$ cat src/rtl/lif_pkg.sv
// Shared types and helpers for the time-multiplexed LIF neuron layer.
package lif_pkg;

  typedef enum logic {
    IDLE,
    UPDATE
  } fsm_state_t;

  localparam int RESET_ZERO     = 0;
  localparam int RESET_SUBTRACT = 1;

  function automatic int clog2(input int n);
    int r;
    int v;
    r = 0;
    v = n - 1;
    while (v > 0) begin
      r++;
      v = v >> 1;
    end
    return r;
  endfunction

  // Width that can hold values 0..n-1, never narrower than one bit.
  function automatic int idx_width(input int n);
    return (clog2(n) > 0) ? clog2(n) : 1;
  endfunction

endpackage

$ cat src/rtl/lif_layer_if.sv
// Timestep handshake and neuron readout bundle for lif_layer.
interface lif_layer_if #(
  parameter int N = 4,
  parameter int W = 8
);
  logic           start;
  logic [N*W-1:0] current;
  logic [W-1:0]   thresh;
  logic           busy;
  logic           done;
  logic [N-1:0]   spike;
  logic [N*W-1:0] state;

  modport master (output start, current, thresh, input busy, done, spike, state);
  modport slave  (input start, current, thresh, output busy, done, spike, state);
endinterface

$ cat src/rtl/lif_update.sv
// Combinational single-neuron step: leak, integrate, saturate, fire and refractory.
module lif_update import lif_pkg::*; #(
  parameter int W          = 8,
  parameter int LEAK_SHIFT = 3,
  parameter int REFRACT    = 2,
  parameter int RESET_SUB  = RESET_SUBTRACT,
  parameter int RW         = 2
) (
  input  logic [W-1:0]  s,
  input  logic [W-1:0]  c,
  input  logic [W-1:0]  t,
  input  logic [RW-1:0] refr,
  output logic [W-1:0]  s_next,
  output logic [RW-1:0] refr_next,
  output logic          fire
);

  logic [W:0]   sum_wide;
  logic [W-1:0] sum_sat;

  // The leak term never exceeds s, so only the upper end can overflow.
  always_comb begin
    sum_wide  = {1'b0, s} - {1'b0, (s >> LEAK_SHIFT)} + {1'b0, c};
    sum_sat   = sum_wide[W] ? '1 : sum_wide[W-1:0];
    s_next    = s;
    refr_next = refr;
    fire      = 1'b0;
    if (refr != '0) begin
      refr_next = refr - 1'b1;
    end else if ((sum_sat >= t) && (t != '0)) begin
      fire      = 1'b1;
      refr_next = RW'(REFRACT);
      s_next    = (RESET_SUB == RESET_SUBTRACT) ? (sum_sat - t) : '0;
    end else begin
      s_next = sum_sat;
    end
  end

endmodule

$ cat src/rtl/lif_layer.sv
// Layer of N LIF neurons sharing one update datapath, one channel per cycle per timestep.
module lif_layer import lif_pkg::*; #(
  parameter int N          = 4,
  parameter int W          = 8,
  parameter int LEAK_SHIFT = 3,
  parameter int REFRACT    = 2,
  parameter int RESET_SUB  = RESET_SUBTRACT
) (
  input  logic        clk,
  input  logic        rst,
  lif_layer_if.slave  bus
);

  localparam int IW = idx_width(N);
  localparam int RW = idx_width(REFRACT + 1);

  fsm_state_t state_q;
  fsm_state_t next_state;

  logic [IW-1:0]           idx_q;
  logic [N-1:0][W-1:0]     snap_cur;
  logic [W-1:0]            snap_thr;
  logic [N-1:0][W-1:0]     mem;
  logic [N-1:0][RW-1:0]    refr;
  logic [N-1:0]            spike_q;
  logic                    done_q;

  logic                    busy_c;
  logic                    accept;
  logic                    step;
  logic                    last;

  logic [W-1:0]            s_next;
  logic [RW-1:0]           refr_next;
  logic                    fire;

  always_ff @(posedge clk) begin
    if (rst) begin
      state_q <= IDLE;
    end else begin
      state_q <= next_state;
    end
  end

  always_comb begin
    next_state = state_q;
    case (state_q)
      IDLE:    if (bus.start) next_state = UPDATE;
      UPDATE:  if (idx_q == IW'(N - 1)) next_state = IDLE;
      default: next_state = IDLE;
    endcase
  end

  always_comb begin
    busy_c = (state_q == UPDATE);
    accept = (state_q == IDLE) && bus.start;
    step   = (state_q == UPDATE);
    last   = step && (idx_q == IW'(N - 1));
  end

  lif_update #(
    .W          (W),
    .LEAK_SHIFT (LEAK_SHIFT),
    .REFRACT    (REFRACT),
    .RESET_SUB  (RESET_SUB),
    .RW         (RW)
  ) u_update (
    .s         (mem[idx_q]),
    .c         (snap_cur[idx_q]),
    .t         (snap_thr),
    .refr      (refr[idx_q]),
    .s_next    (s_next),
    .refr_next (refr_next),
    .fire      (fire)
  );

  // Inputs are frozen at accept so the running timestep ignores later changes.
  always_ff @(posedge clk) begin
    if (rst) begin
      idx_q    <= '0;
      snap_cur <= '0;
      snap_thr <= '0;
      mem      <= '0;
      refr     <= '0;
      spike_q  <= '0;
      done_q   <= 1'b0;
    end else begin
      done_q <= last;
      if (accept) begin
        snap_cur <= bus.current;
        snap_thr <= bus.thresh;
        spike_q  <= '0;
        idx_q    <= '0;
      end else if (step) begin
        mem[idx_q]     <= s_next;
        refr[idx_q]    <= refr_next;
        spike_q[idx_q] <= fire;
        idx_q          <= idx_q + 1'b1;
      end
    end
  end

  assign bus.busy  = busy_c;
  assign bus.done  = done_q;
  assign bus.spike = spike_q;
  assign bus.state = mem;

endmodule

$ cat src/flat_wrapper.sv
// flat-port wrapper written by rule: the top's interface ports become plain ports
module lif_layer_flat import lif_pkg::*;
#(
  parameter int N          = 4,
  parameter int W          = 8,
  parameter int LEAK_SHIFT = 3,
  parameter int REFRACT    = 2,
  parameter int RESET_SUB  = RESET_SUBTRACT
)
  (clk, rst, bus_start, bus_current, bus_thresh, bus_busy, bus_done, bus_spike, bus_state);
  lif_layer_if #(.N(N), .W(W)) bus_i ();
  input  logic clk;
  input  logic rst;
  input wire logic [$bits(bus_i.start)-1:0] bus_start;
  input wire logic [$bits(bus_i.current)-1:0] bus_current;
  input wire logic [$bits(bus_i.thresh)-1:0] bus_thresh;
  output wire logic [$bits(bus_i.busy)-1:0] bus_busy;
  output wire logic [$bits(bus_i.done)-1:0] bus_done;
  output wire logic [$bits(bus_i.spike)-1:0] bus_spike;
  output wire logic [$bits(bus_i.state)-1:0] bus_state;
  assign bus_i.start = bus_start;
  assign bus_i.current = bus_current;
  assign bus_i.thresh = bus_thresh;
  assign bus_busy = bus_i.busy;
  assign bus_done = bus_i.done;
  assign bus_spike = bus_i.spike;
  assign bus_state = bus_i.state;
  lif_layer #(.N(N), .W(W), .LEAK_SHIFT(LEAK_SHIFT), .REFRACT(REFRACT), .RESET_SUB(RESET_SUB)) u_core (.clk(clk), .rst(rst), .bus(bus_i));
endmodule
$ cat config.mk
export PLATFORM = sky130hd
export DESIGN_NAME = lif_layer_flat
export DESIGN_NICKNAME = d
export VERILOG_FILES = /design/src/rtl/lif_pkg.sv /design/src/rtl/lif_layer_if.sv /design/src/rtl/lif_update.sv /design/src/rtl/lif_layer.sv /design/src/flat_wrapper.sv
export SDC_FILE = /design/constraint.sdc
export NUM_CORES = 1
export LEC_CHECK = 0
export CAP_MARGIN = 20
export CELL_PAD_IN_SITES_DETAIL_PLACEMENT = 1
export CELL_PAD_IN_SITES_GLOBAL_PLACEMENT = 1
export CORE_MARGIN = 1
export CORE_UTILIZATION = 40
export DETAILED_ROUTE_END_ITERATION = 16
export GPL_TIMING_DRIVEN = 0
export PLACE_DENSITY = 0.89
export SLEW_MARGIN = 20
export SYNTH_ARGS = -nofsm -noshare
export SYNTH_HDL_FRONTEND = slang
export SYNTH_SLANG_ARGS = --single-unit
export TNS_END_PERCENT = 100
$ cat constraint.sdc
create_clock -name clk -period 6.6 [get_ports clk]
set_input_delay 1.98 -clock clk [delete_from_list [all_inputs] [get_ports clk]]
set_output_delay 1.98 -clock clk [all_outputs]
set_load 0.01 [all_outputs]
==> run metrics, run 1 <==
vias in the first global route roughly 5300; CP required 6.79 ns; initial antenna violation count 0; Post-synth EDFFs 0; Hold Slack around 0.46 ns; Hold Fails Final Rpt 0; CTS max path bufs 2; worst vdd ir between 0.2 and 0.25 mV; synth top area cells dfxtp_1 (36%), nand2_1 (8.1%), a21oi_1 (6.1%); Initial Utilization around two fifths; area of the die about 13000 um^2; Max stage delay on crit path 0.55 ns; CTS Buf Count 9; Rows 40; Worst Skew roughly 0.011 ns; Antenna Cells 0; DP HPWL around 12000 um; Filler cells 1404; Startpoint Class register; mapped cell area around 4900 um^2; top_reg_cell synth dfxtp_1; Worst setup EP type register; die width 113 um; Placed Cells 800; GRT Resource Usage Total a little over a quarter; Seq/Total Area, Yosys 35.9%; Mapped Avg Cell Area between 8 and 9 um^2; critical path class register to register; antenna viol nets, final 0; Finished Layout Cells between 800 and 900; ys async rst share 0%; worst hold-check path type register to register; Synth Register Bits 88; critical path, cell by cell clkbuf_2 -> buf_2 -> mux4_2 -> inv_1 -> ha_1 -> inv_1 -> ha_1 -> inv_1 -> fa_1 -> nor2b_1 -> o31ai_2 -> a21oi_4 -> nor2_1 -> nor2_1 -> ha_1 -> inv_1 -> fa_1 -> a21o_1 -> a211o_1 -> a22oi_2 -> buf_2 -> a211oi_2 -> o41ai_1; critical path data arrival time approximately 6.4 ns; residual DRC count 0; RD Place Congestion roughly 0.85; Clock Latency Late Sink 0.35 ns; slew margin rel. 56.0%; Fmax between 0.15 and 0.2 GHz; Final setup viols 0; Port Buffers 80; routed vias roughly 4800; Final Critical Period between 6 and 7 ns; fin nets roughly 740; layout cells sized above 1 8.07%; Synth top cells by count nand2_1 (106), dfxtp_1 (88), a21oi_1 (60), inv_1 (47), nor2_1 (38); core area around 12000 um^2; measured slew at the worst slew-check pin approximately 0.66 ns; power per cell area between 400 and 500 nW/um^2; post-synth top area share 35.9%; Yosys top cell by area dfxtp_1; Crit-path slowest cell mux4_2; total congestion overflow 0; Routed WL per cell 20.5 um; Clk Tree Root Cell clkbuf_16; syn nets ~650; global-route wire length before repair approximately 27000 um; chip height about 110 um; CP max FO 10; Cells after Synth between 500 and 600; Total Wirelength between 15000 and 20000 um; Yosys cell types between 50 and 60; router iterations before antenna repair 5; Leak Pwr about 2.3 nW; fin. max-slew vios 0; most used cell, CP inv_1; DR vias/cell 5.87; total power a little over 3 mW; maxcap violations 0; clock sinks between 80 and 90; status finished, final reports clean; RSZ-0062 raised after global routing false; CTS tree yes; Synth warnings 0; Layout area overhead 27.6%; crit share post-route 94.7%; IO Count 81; clk slew on worst S/H paths 0.07 ns; largest net degree at the start of global routing 17; H-tree depth 3; Final Instance Area 6250 um^2; most instantiated library cell after synthesis nand2_1; DP Area 5890 um^2; initial DRC count about 370; Post-CTS Setup Inserts 0
-- routing by layer --
layer,part of all wire [%],wire length [um],up-vias,global-route usage [%]
li1,-,-,2198,-
met1,40,6620,2341,30.7
met2,51,8590,191,50.2
met3,5.1,857,63,5.20
met4,3.9,658,0,13.2
met5,0,0,-,0
-- final cells by class --
class / instances / area, um^2 / share of cell area, %
Sequential cell: 88 / 1760 / 28.2
Clock buffer: 10 / 239 / 3.82
Clock inverter: 6 / 103 / 1.64
Inverter: 47 / 176 / 2.82
Timing Repair Buffer: 80 / 801 / 12.8
Multi-Input combinational cell: 401 / 2820 / 45.1
Tap cell: 147 / 184 / 2.94
Buffer: 37 / 169 / 2.70
-- timing repair --
item	4_1_cts	5_1_grt
pin swaps	0	1
endpoints found under the setup margin	23	11
resized for setup	2	4
hold buffers	0	0
-- flip-flops by register name (all words and copies together) (netlist names) --
register	cells
u_core.bus.state	32
u_core.snap_cur	32
u_core.refr	8
u_core.snap_thr	8
u_core.bus.spike	4
u_core.idx_q	2
u_core.bus.busy	1
u_core.bus.done	1
-- worst paths after layout --
kind	startpoint	endpoint	slack [ns]	cells past startpoint
max	u_core.idx_q[1]$_SDFFE_PP0P_	u_core.bus.state[21]$_SDFFE_PP0P_	0.35	23
min	u_core.snap_cur[2]$_SDFFE_PP0P_	u_core.snap_cur[2]$_SDFFE_PP0P_	0.46	2
max reg2reg	u_core.idx_q[1]$_SDFFE_PP0P_	u_core.bus.state[21]$_SDFFE_PP0P_	0.35	23
min reg2reg	u_core.snap_cur[2]$_SDFFE_PP0P_	u_core.snap_cur[2]$_SDFFE_PP0P_	0.46	2
-- kinds of logic (layout without fill, tap and decap cells) --
family | count (synthesis) | after routing | share of synthesized area (%)
AOI/OAI and AO/OA | 146 | 146 | 19.6
xor gates and xnor gates | 4 | 4 | 0.715
adders and majority gates | 30 | 30 | 8.58
buffers and inverters | 84 | 180 | 7.02
DFF | 88 | 88 | 35.9
muxes | 23 | 23 | 9.75
and+or+nand+nor | 198 | 198 | 18.4
-- critical path, delay by kind of cell (launching register included) --
kind                       cells  cell delay (ns)
adders and majority gates      5             1.44
muxes                          1             0.55
and+or+nand+nor                3             0.45
DFF                            1             0.37
buffers and inverters          7             1.33
AOI/OAI and AO/OA              7             1.93
-- through the flow --
stage | setup TNS [ns] | setup WS [ns] | util, %
2_1_floorplan | 0 | 1.07 | -
3_3_place_gp | -0.126 | -0.0422 | 49.2
3_5_place_dp | -0.833 | -0.196 | 49.2
4_1_cts | 0 | 0.180 | 52.1
5_1_grt | 0 | 0.00801 | 52.3
6_report | 0 | 0.350 | 52.3
-- cells in the final DEF, fill, tap and decap left out, types with 4 or more instances in the layout --
master	Yosys	layout
dfxtp_1	88	88
nor3_1	14	14
mux2i_1	5	5
clkbuf_1	29	28
o31ai_1	7	6
nand3b_1	9	9
o21ai_0	15	15
nor2b_1	6	6
nor2_1	38	38
nand2_1	106	106
inv_1	47	47
mux4_1	6	6
a211oi_2	3	4
ha_1	24	24
o21a_1	4	4
mux4_2	12	12
fa_1	6	6
a21oi_1	60	58
a211oi_1	21	20
clkdlybuf4s50_1	0	80
clkbuf_16	0	9
o41ai_1	6	6
-- report_power, final --
group | internal (mW) | switching (mW) | total, mW
clock | 0.348 | 0.237 | 0.585
sequential | 0.572 | 0.0321 | 0.604
combinational | 0.706 | 1.17 | 1.88
(Power assumes the default switching activity.)
==> inputs of run 2 (changes only) <==
--- a/config.mk
+++ b/config.mk
@@ -11,7 +11,6 @@
 export CORE_MARGIN = 1
 export CORE_UTILIZATION = 40
 export DETAILED_ROUTE_END_ITERATION = 16
-export GPL_TIMING_DRIVEN = 0
 export PLACE_DENSITY = 0.89
 export SLEW_MARGIN = 20
 export SYNTH_ARGS = -nofsm -noshare
==> run 2 against run 1 <==
  * Sequential share of layout area is 0.80 points higher
  * Critical path depth is 3 lower
  * Count of clock-buffer cells in the layout stayed put
  * Via count is 6.6% lower
  * Global-route usage is 2.9 points lower
  * Clock power is 14% lower
  * Critical endpoint is now u_core.refr[3]$_SDFFE_PP0P_
  * Highest routed layer unchanged
==> run metrics, run 2 (synthesis gave the netlist of run 1 again) <==
Clock Latency Late Sink 0.35 ns (about the same); Final Instance Area 6080 um^2 (-2.8%); H-tree depth 3 (unchanged); critical path data arrival time 6.34 ns (-0.10 ns); Routed WL per cell 19.1 um (-6.8%); CTS Buf Count 9 (unchanged); largest net degree at the start of global routing 55 (+38); CTS max path bufs 2 (unchanged); Port Buffers 80 (unchanged); routed vias 4475 (-6.6%); area of the multi-input gates 2820 um^2 (-0.18%); measured slew at the worst slew-check pin 0.647 ns (-0.0133 ns); Leak Pwr 2.24 nW (-3.3%); clk slew on worst S/H paths 0.07 ns (about the same); GRT Resource Usage Total 24.6% (-2.9 points); IO Count 81 (unchanged); register area 1760 um^2 (unchanged); core area 12000 um^2 (unchanged); setup TNS 0 ns (unchanged); Rows 40 (unchanged); worst vdd ir 0.247 mV (+12%); crit share post-route 93.1% (-1.6 points); vias in the first global route 4861 (-7.5%); Antenna Cells 0 (unchanged); DR vias/cell 5.69 (-3.1%); Post-CTS Setup Inserts 0 (unchanged); CP max FO 14 (+4); RSZ-0062 raised after global routing false; Filler cells 1396 (-0.57%); Worst Skew 0.0113 ns (+0.0000335 ns); Clk Tree Root Cell clkbuf_16; power per cell area 491 nW/um^2 (+0.11%); fin. max-slew vios 0 (unchanged); DP HPWL 10900 um (-9.7%); RD Place Congestion 0.898 (+5.5%); residual DRC count 0 (unchanged); layout cells sized above 1 8.45% (+0.38 points); maxcap violations 0 (unchanged); worst hold-check path type register to register; total power 2.99 mW (-2.7%); Fmax 0.163 GHz (+1.7%); Worst setup EP type register; clock sinks 88 (unchanged); CTS Hold Bufs 0 (unchanged); router iterations before antenna repair 4 (-1); CP required 6.79 ns (about the same); CTS tree yes; status finished, final reports clean; Final setup viols 0 (unchanged); final worst-path setup slack 0.457 ns (+0.107 ns); total congestion overflow 0 (unchanged); most common cell after layout, fill and taps aside nand2_1; area of the die 12700 um^2 (unchanged); Total Wirelength 15000 um (-10%); global-route wire length before repair 24500 um (-9.7%); antenna viol nets, final 0 (unchanged); chip height 113 um (unchanged); pre-CTS setup slack 0.331 ns (+0.527 ns); most frequent cells in the layout nand2_1 (106), dfxtp_1 (88), clkdlybuf4s50_1 (79); Startpoint Class register; fin nets 707 (-4.1%); Hold Fails Final Rpt 0 (unchanged); initial antenna violation count 0 (unchanged); Finished Core Util 50.8% (-1.4 points); initial DRC count 325 (-13%); Layout area overhead 24.1%; slew margin rel. 56.9% (+0.89 points); die width 113 um (unchanged); Initial Utilization 41.0% (unchanged); DP Area 5770 um^2 (-2.0%); Final Critical Period 6.14 ns (-0.107 ns); critical path class register to register
==> run 2: path summary, 6_finish.rpt <==
path	slack [ns]	depth (start not counted)	startpoint	to
worst max-delay path	0.46	20	u_core.idx_q[0]$_SDFFE_PP0P_	u_core.refr[3]$_SDFFE_PP0P_
worst min-delay path	0.45	2	u_core.snap_cur[19]$_SDFFE_PP0P_	u_core.snap_cur[19]$_SDFFE_PP0P_
worst max register to register	0.46	20	u_core.idx_q[0]$_SDFFE_PP0P_	u_core.refr[3]$_SDFFE_PP0P_
worst min register to register	0.45	2	u_core.snap_cur[19]$_SDFFE_PP0P_	u_core.snap_cur[19]$_SDFFE_PP0P_
==> run 2: timing repair <==
| item | CTS | global route |
|---|---|---|
| endpoints found under the setup margin | 0 | 14 |
| endpoints found under the hold margin | 0 | 0 |
| gates resized for setup | 0 | 3 |
==> run 2: metrics by stage <==
stage / instances / hold slack, ns
6_report: 786 / 0.455
5_1_grt: 786 / 0.475
4_1_cts: 786 / 0.458
3_5_place_dp: 770 / 0.449
3_3_place_gp: 770 / 0.435
2_1_floorplan: 573 / 0.420
==> run 2: power by group <==
part / switching [mW] / internal (mW)
registers: 0.0342 / 0.572
clock network: 0.235 / 0.270
logic: 1.18 / 0.698
==> run 2: area by class of cell <==
type / instances / area share [%]
Clock inverter: 6 / 0.926
Sequential cell: 88 / 29.0
Multi-Input combinational cell: 401 / 46.3
Tap cell: 147 / 3.02
Timing Repair Buffer: 87 / 13.9
Inverter: 47 / 2.90
Clock buffer: 10 / 3.93
==> run 2: worst max-delay path, stage by stage (launching register included) <==
cell and delay [ns]:
dfxtp_1 0.63, buf_4 0.37, mux4_2 0.60, fa_1 0.56
inv_1 0.05, ha_1 0.34, o211a_1 0.24, o31ai_2 0.11
a41o_1 0.42, nor2_1 0.13, nor2_1 0.12, ha_1 0.19
inv_1 0.06, fa_1 0.40, a21o_1 0.21, a211o_1 0.33
a22oi_2 0.44, buf_4 0.25, nor2_1 0.09, a21oi_1 0.31
a211oi_1 0.13
==> run 2: metal layers <==
| layer | vias to the layer above | track usage, % | part of all wire [%] |
|---|---|---|---|
| met5 | - | 0 | 0 |
| li1 | 2124 | - | - |
| met4 | 0 | 9.78 | 2.4 |
| met3 | 36 | 4.82 | 5.5 |
| met1 | 2166 | 29.2 | 42 |
| met2 | 149 | 43.7 | 50 |
==> RTL change 1 (settings of run 2) <==
`N` is set to 4 in 3 places; all go to 8.
--- a/src/rtl/lif_layer_if.sv
+++ b/src/rtl/lif_layer_if.sv
@@ -1,6 +1,6 @@
 // Timestep handshake and neuron readout bundle for lif_layer.
 interface lif_layer_if #(
-  parameter int N = 4,
+  parameter int N = 8,
   parameter int W = 8
 );
   logic           start;
--- a/src/rtl/lif_layer.sv
+++ b/src/rtl/lif_layer.sv
@@ -1,6 +1,6 @@
 // Layer of N LIF neurons sharing one update datapath, one channel per cycle per timestep.
 module lif_layer import lif_pkg::*; #(
-  parameter int N          = 4,
+  parameter int N          = 8,
   parameter int W          = 8,
   parameter int LEAK_SHIFT = 3,
   parameter int REFRACT    = 2,
--- a/src/flat_wrapper.sv
+++ b/src/flat_wrapper.sv
@@ -1,7 +1,7 @@
 // flat-port wrapper written by rule: the top's interface ports become plain ports
 module lif_layer_flat import lif_pkg::*;
 #(
-  parameter int N          = 4,
+  parameter int N          = 8,
   parameter int W          = 8,
   parameter int LEAK_SHIFT = 3,
   parameter int REFRACT    = 2,
Interface: changed (resized bus_current, bus_spike and bus_state); port bits go from 81 to 149. The function was not compared with the original's and may differ.
==> RTL change 1 against run 2 <==
Design area grew 76%. Global-route usage grew 2.9 points. Sequential cell count grew 77. Worst setup slack gained 0.019 ns. Synthesized area grew 75%. Clock skew shrank 0.00073 ns. Power grew 26%. Count of clock-buffer cells in the layout grew 12. Routed wire length grew 97%. Critical endpoint is now u_core.bus.state[22]. Highest routed layer unchanged.
==> RTL change 1: results (changes against run 2) <==
[finish]
nClkBuffers=22  ; +12
bufAreaShareNonClock_pct=15.3  ; +1.4 points
signal_buffers=167  ; +92%
clock_area_share_pct=5.05  ; +0.19 points
multi_input_area_share_pct=44.5  ; -1.8 points
drive_above_1_share_pct=10.6  ; +2.2 points
nMultiInputCombCells=697  ; +74%
seq_share_pct=30.8  ; +1.8 points
nNetsFinal=1182  ; +67%
n_antenna_cell=0  ; unchanged

[detailed_routing]
dr.pass1.iters=6  ; +2
vias_per_cell=5.92  ; +3.9%
wl_per_cell_um=21.6  ; +13%
drt-initial-drc-count=601  ; +85%

[worst_setup_path]
critPathMaxStageDelay_ns=0.79  ; +0.16 ns
r2r-end=u_core.bus.state[22]
r2r_slack_ns=0.48  ; +0.02 ns
crit_fanout=22  ; +8
worst_r2r_startpoint=u_core.idx_q[1]
reg2reg_depth=19  ; -5.0%

[logic_synthesis]
synth_compound_area_share_pct=18.6  ; -0.93 points
syn_nets=1063  ; +65%
muxShareOfSynthArea_pct=12.9  ; +3.1 points
ys_seq_area_share_pct=38.6  ; +2.6 points
synth_common_cells=196 x nand2_1, 165 x dfxtp_1, 102 x a21oi_1, 55 x o21ai_1
synthCells=960  ; +68%
ys_types=60  ; +1.7%
synth-adder-area-share_pct=4.62  ; -4.0 points
yosys.area_share.xor_xnor_pct=0.614  ; -0.10 points

[global_routing]
grt_pass1_wl_um=46100  ; +89%
grt_usage_pct=27.5  ; +2.9 points
grt_pass1_vias=8304  ; +71%
grt_max_degree=74  ; +35%

[pwr]
pwr-share-seq_pct=28.9  ; +8.6 points
p_sw_w=0.00159  ; +9.7%
power.leakage_nw=3.67  ; +64%
cellPowerDensity_mw_per_mm2=350  ; -29%
ir_drop_mv=0.185  ; -25%

[placement]
gp_congestion=0.883  ; -1.7%
hpwl_um=20900  ; +92%
post-place-cells=1331  ; +73%

[cts]
cts_buffers=17  ; +8
htreeDepth=4  ; +1
clk_latency_ns=0.44  ; +0.09 ns

[outcome]
status=complete, no violations

[timing]
slew_headroom_pct=24.0  ; -33 points

[worst_hold_path]
hp-start=u_core.bus.spike[3]

RTL change 1: cell types whose count changed in the layout (fill, tap and decap cells not counted), moves of 16 or more:
cell / run 2 / this run
nand2_1: 106 / 196
dfxtp_1: 88 / 162
clkdlybuf4s50_1: 79 / 147
o21ai_1: 1 / 55
a21oi_1: 58 / 101
nand3_1: 2 / 39
a311oi_1: 1 / 32
mux4_2: 12 / 38
nand3b_1: 9 / 32
inv_1: 47 / 31
RTL change 1: metal layers:
layer  vias up  wire, µm  track usage (%)
li1       3686         -                -
met1      3972     12100             33.4
met2       342     14200             45.8
met3        74      2120             6.56
met4         0      1120             13.4
met5         -         0                0
RTL change 1: metrics by stage:
stage,area [µm²],setup WS (ns),hold slack (ns)
6_report,10700,0.476,0.459
3_3_place_gp,10200,0.721,0.440
5_1_grt,10700,0.120,0.473
4_1_cts,10700,0.419,0.459
2_1_floorplan,8560,1.11,0.433
3_5_place_dp,10200,0.428,0.446
==> RTL change 2 (settings of run 2) <==
Without the edit above. Make the reset (`rst`) asynchronous in 2 clocked blocks.
--- a/src/rtl/lif_layer.sv
+++ b/src/rtl/lif_layer.sv
@@ -34,7 +34,7 @@
   logic [RW-1:0]           refr_next;
   logic                    fire;
 
-  always_ff @(posedge clk) begin
+  always_ff @(posedge clk or posedge rst) begin
     if (rst) begin
       state_q <= IDLE;
     end else begin
@@ -75,7 +75,7 @@
   );
 
   // Inputs are frozen at accept so the running timestep ignores later changes.
-  always_ff @(posedge clk) begin
+  always_ff @(posedge clk or posedge rst) begin
     if (rst) begin
       idx_q    <= '0;
       snap_cur <= '0;
Function: differs if rst is asserted again (counterexample within 4 cycles, from zero or initial values and one cycle with rst high); with rst held inactive, the same outputs for 4 cycles.
==> RTL change 2 against run 2 <==
Sequential cell count unchanged. Largest cell class unchanged. Routed wire length down 3.9%. Die area up 3.1%. Critical path type unchanged. Sequential share of layout area up 5.8 points. Worst setup slack worse by 0.16 ns. Design area up 4.2%. Synthesized area up 3.2%. Non-clock buffer count unchanged.
Power is left out: the tool's default activity adds up to more than one toggle a clock period on the data nets, which glitch-free logic cannot reach.
==> RTL change 2: results (changes against run 2) <==
[worst_setup_path]
r2r_slack_ns=0.29  ; -0.16 ns
crit_fanout=18  ; +4
cpLargestDelayFamily=compound AO/OA/AOI/OAI gates
worst_r2r_startpoint=u_core.idx_q[1]
worst_ep_arrival_time_ns=6.60  ; +0.26 ns
reg2reg_depth=22  ; +10%
critPathMaxStageDelay_ns=0.54  ; -0.09 ns
r2r-end=u_core.bus.state[14]
critPathSlowestCell=dfrtp_1

[worst_hold_path]
whs_path_depth=2  ; unchanged
hp-start=u_core.refr[4]
holdPathEnd=u_core.refr[4]

[cts]
postCtsSetupBuffers=0  ; unchanged

[logic_synthesis]
syn_nets=543  ; -16%
yosys.area_share.xor_xnor_pct=1.21  ; +0.50 points
muxShareOfSynthArea_pct=18.5  ; +8.7 points
synth_area_leaders=dfrtp_1 44%, mux2_2 10%, mux4_2 6.7%
synth-adder-area-share_pct=8.31  ; -0.26 points
synth_common_cells=88 x dfrtp_1, 57 x nand2_1, 48 x inv_1, 46 x mux2_2, 29 x nor2_1
ys_seq_area_share_pct=43.5  ; +7.6 points
synth-async-reset-ratio_pct=100  ; +100 points
synth_compound_area_share_pct=12.5  ; -7.1 points
ys.flop_type=dfrtp_1
ys_types=52  ; -12%
yosysWarnings=0  ; unchanged

[placement]
gp_congestion=0.899  ; +0.13%
place_ws_ns=0.170  ; -0.161 ns
hpwl_um=11000  ; +0.55%

[global_routing]
grt_pass1_wl_um=23400  ; -4.3%
grt_use_met3_pct=4.82  ; about the same
grt.met1_usage_pct=29.7  ; +0.46 points
grt_usage_pct=23.9  ; -0.67 points
grt_pass1_vias=4358  ; -10%
met2_usage_pct=40.8  ; -2.9 points
grt_max_degree=49  ; -11%

[timing]
slew_headroom_pct=50.3  ; -6.6 points
finalClockSkew_ns=0.00919  ; -0.00213 ns

[detailed_routing]
vias_per_cell=5.53  ; -2.9%
routed_wirelength_um=14400  ; -3.9%
met3_length_um=663  ; -20%
wl_met1_um=6140  ; -1.6%
route.met2.wl_um=7270  ; -4.0%

[finish]
drive_above_1_share_pct=17.0  ; +8.5 points

[outcome]
status=complete, no violations

## RTL change 2: area by class of cell
cell class | instances | area, µm²
inverter | 48 | 181
clock inverter | 7 | 80.1
sequential | 88 | 2200
tap | 168 | 210
fill | 1329 | 5830
multi-input combinational | 314 | 2580
clock buffer | 9 | 225
timing repair buffer | 87 | 853
## RTL change 2: worst max-delay path by stage
stage,start,to,slack (ns),cells after the start
floorplan,u_core.idx_q[0],u_core.bus.state[14],0.74,21
global placement,u_core.idx_q[0],u_core.bus.state[18],0.58,17
detailed placement,u_core.idx_q[0],u_core.bus.state[6],0.17,19
CTS,u_core.idx_q[0],u_core.bus.state[23],0.15,18
global route,u_core.idx_q[1],u_core.bus.state[14],-0.04,20
finish,u_core.idx_q[1],u_core.bus.state[14],0.29,22
## RTL change 2: through the flow
stage	area (µm²)	hold WS [ns]	std cells
floorplan	5060	0.440	470
global placement	6010	0.455	703
detailed placement	6010	0.474	703
CTS	6320	0.494	719
global route	6340	0.513	721
finish	6340	0.488	721
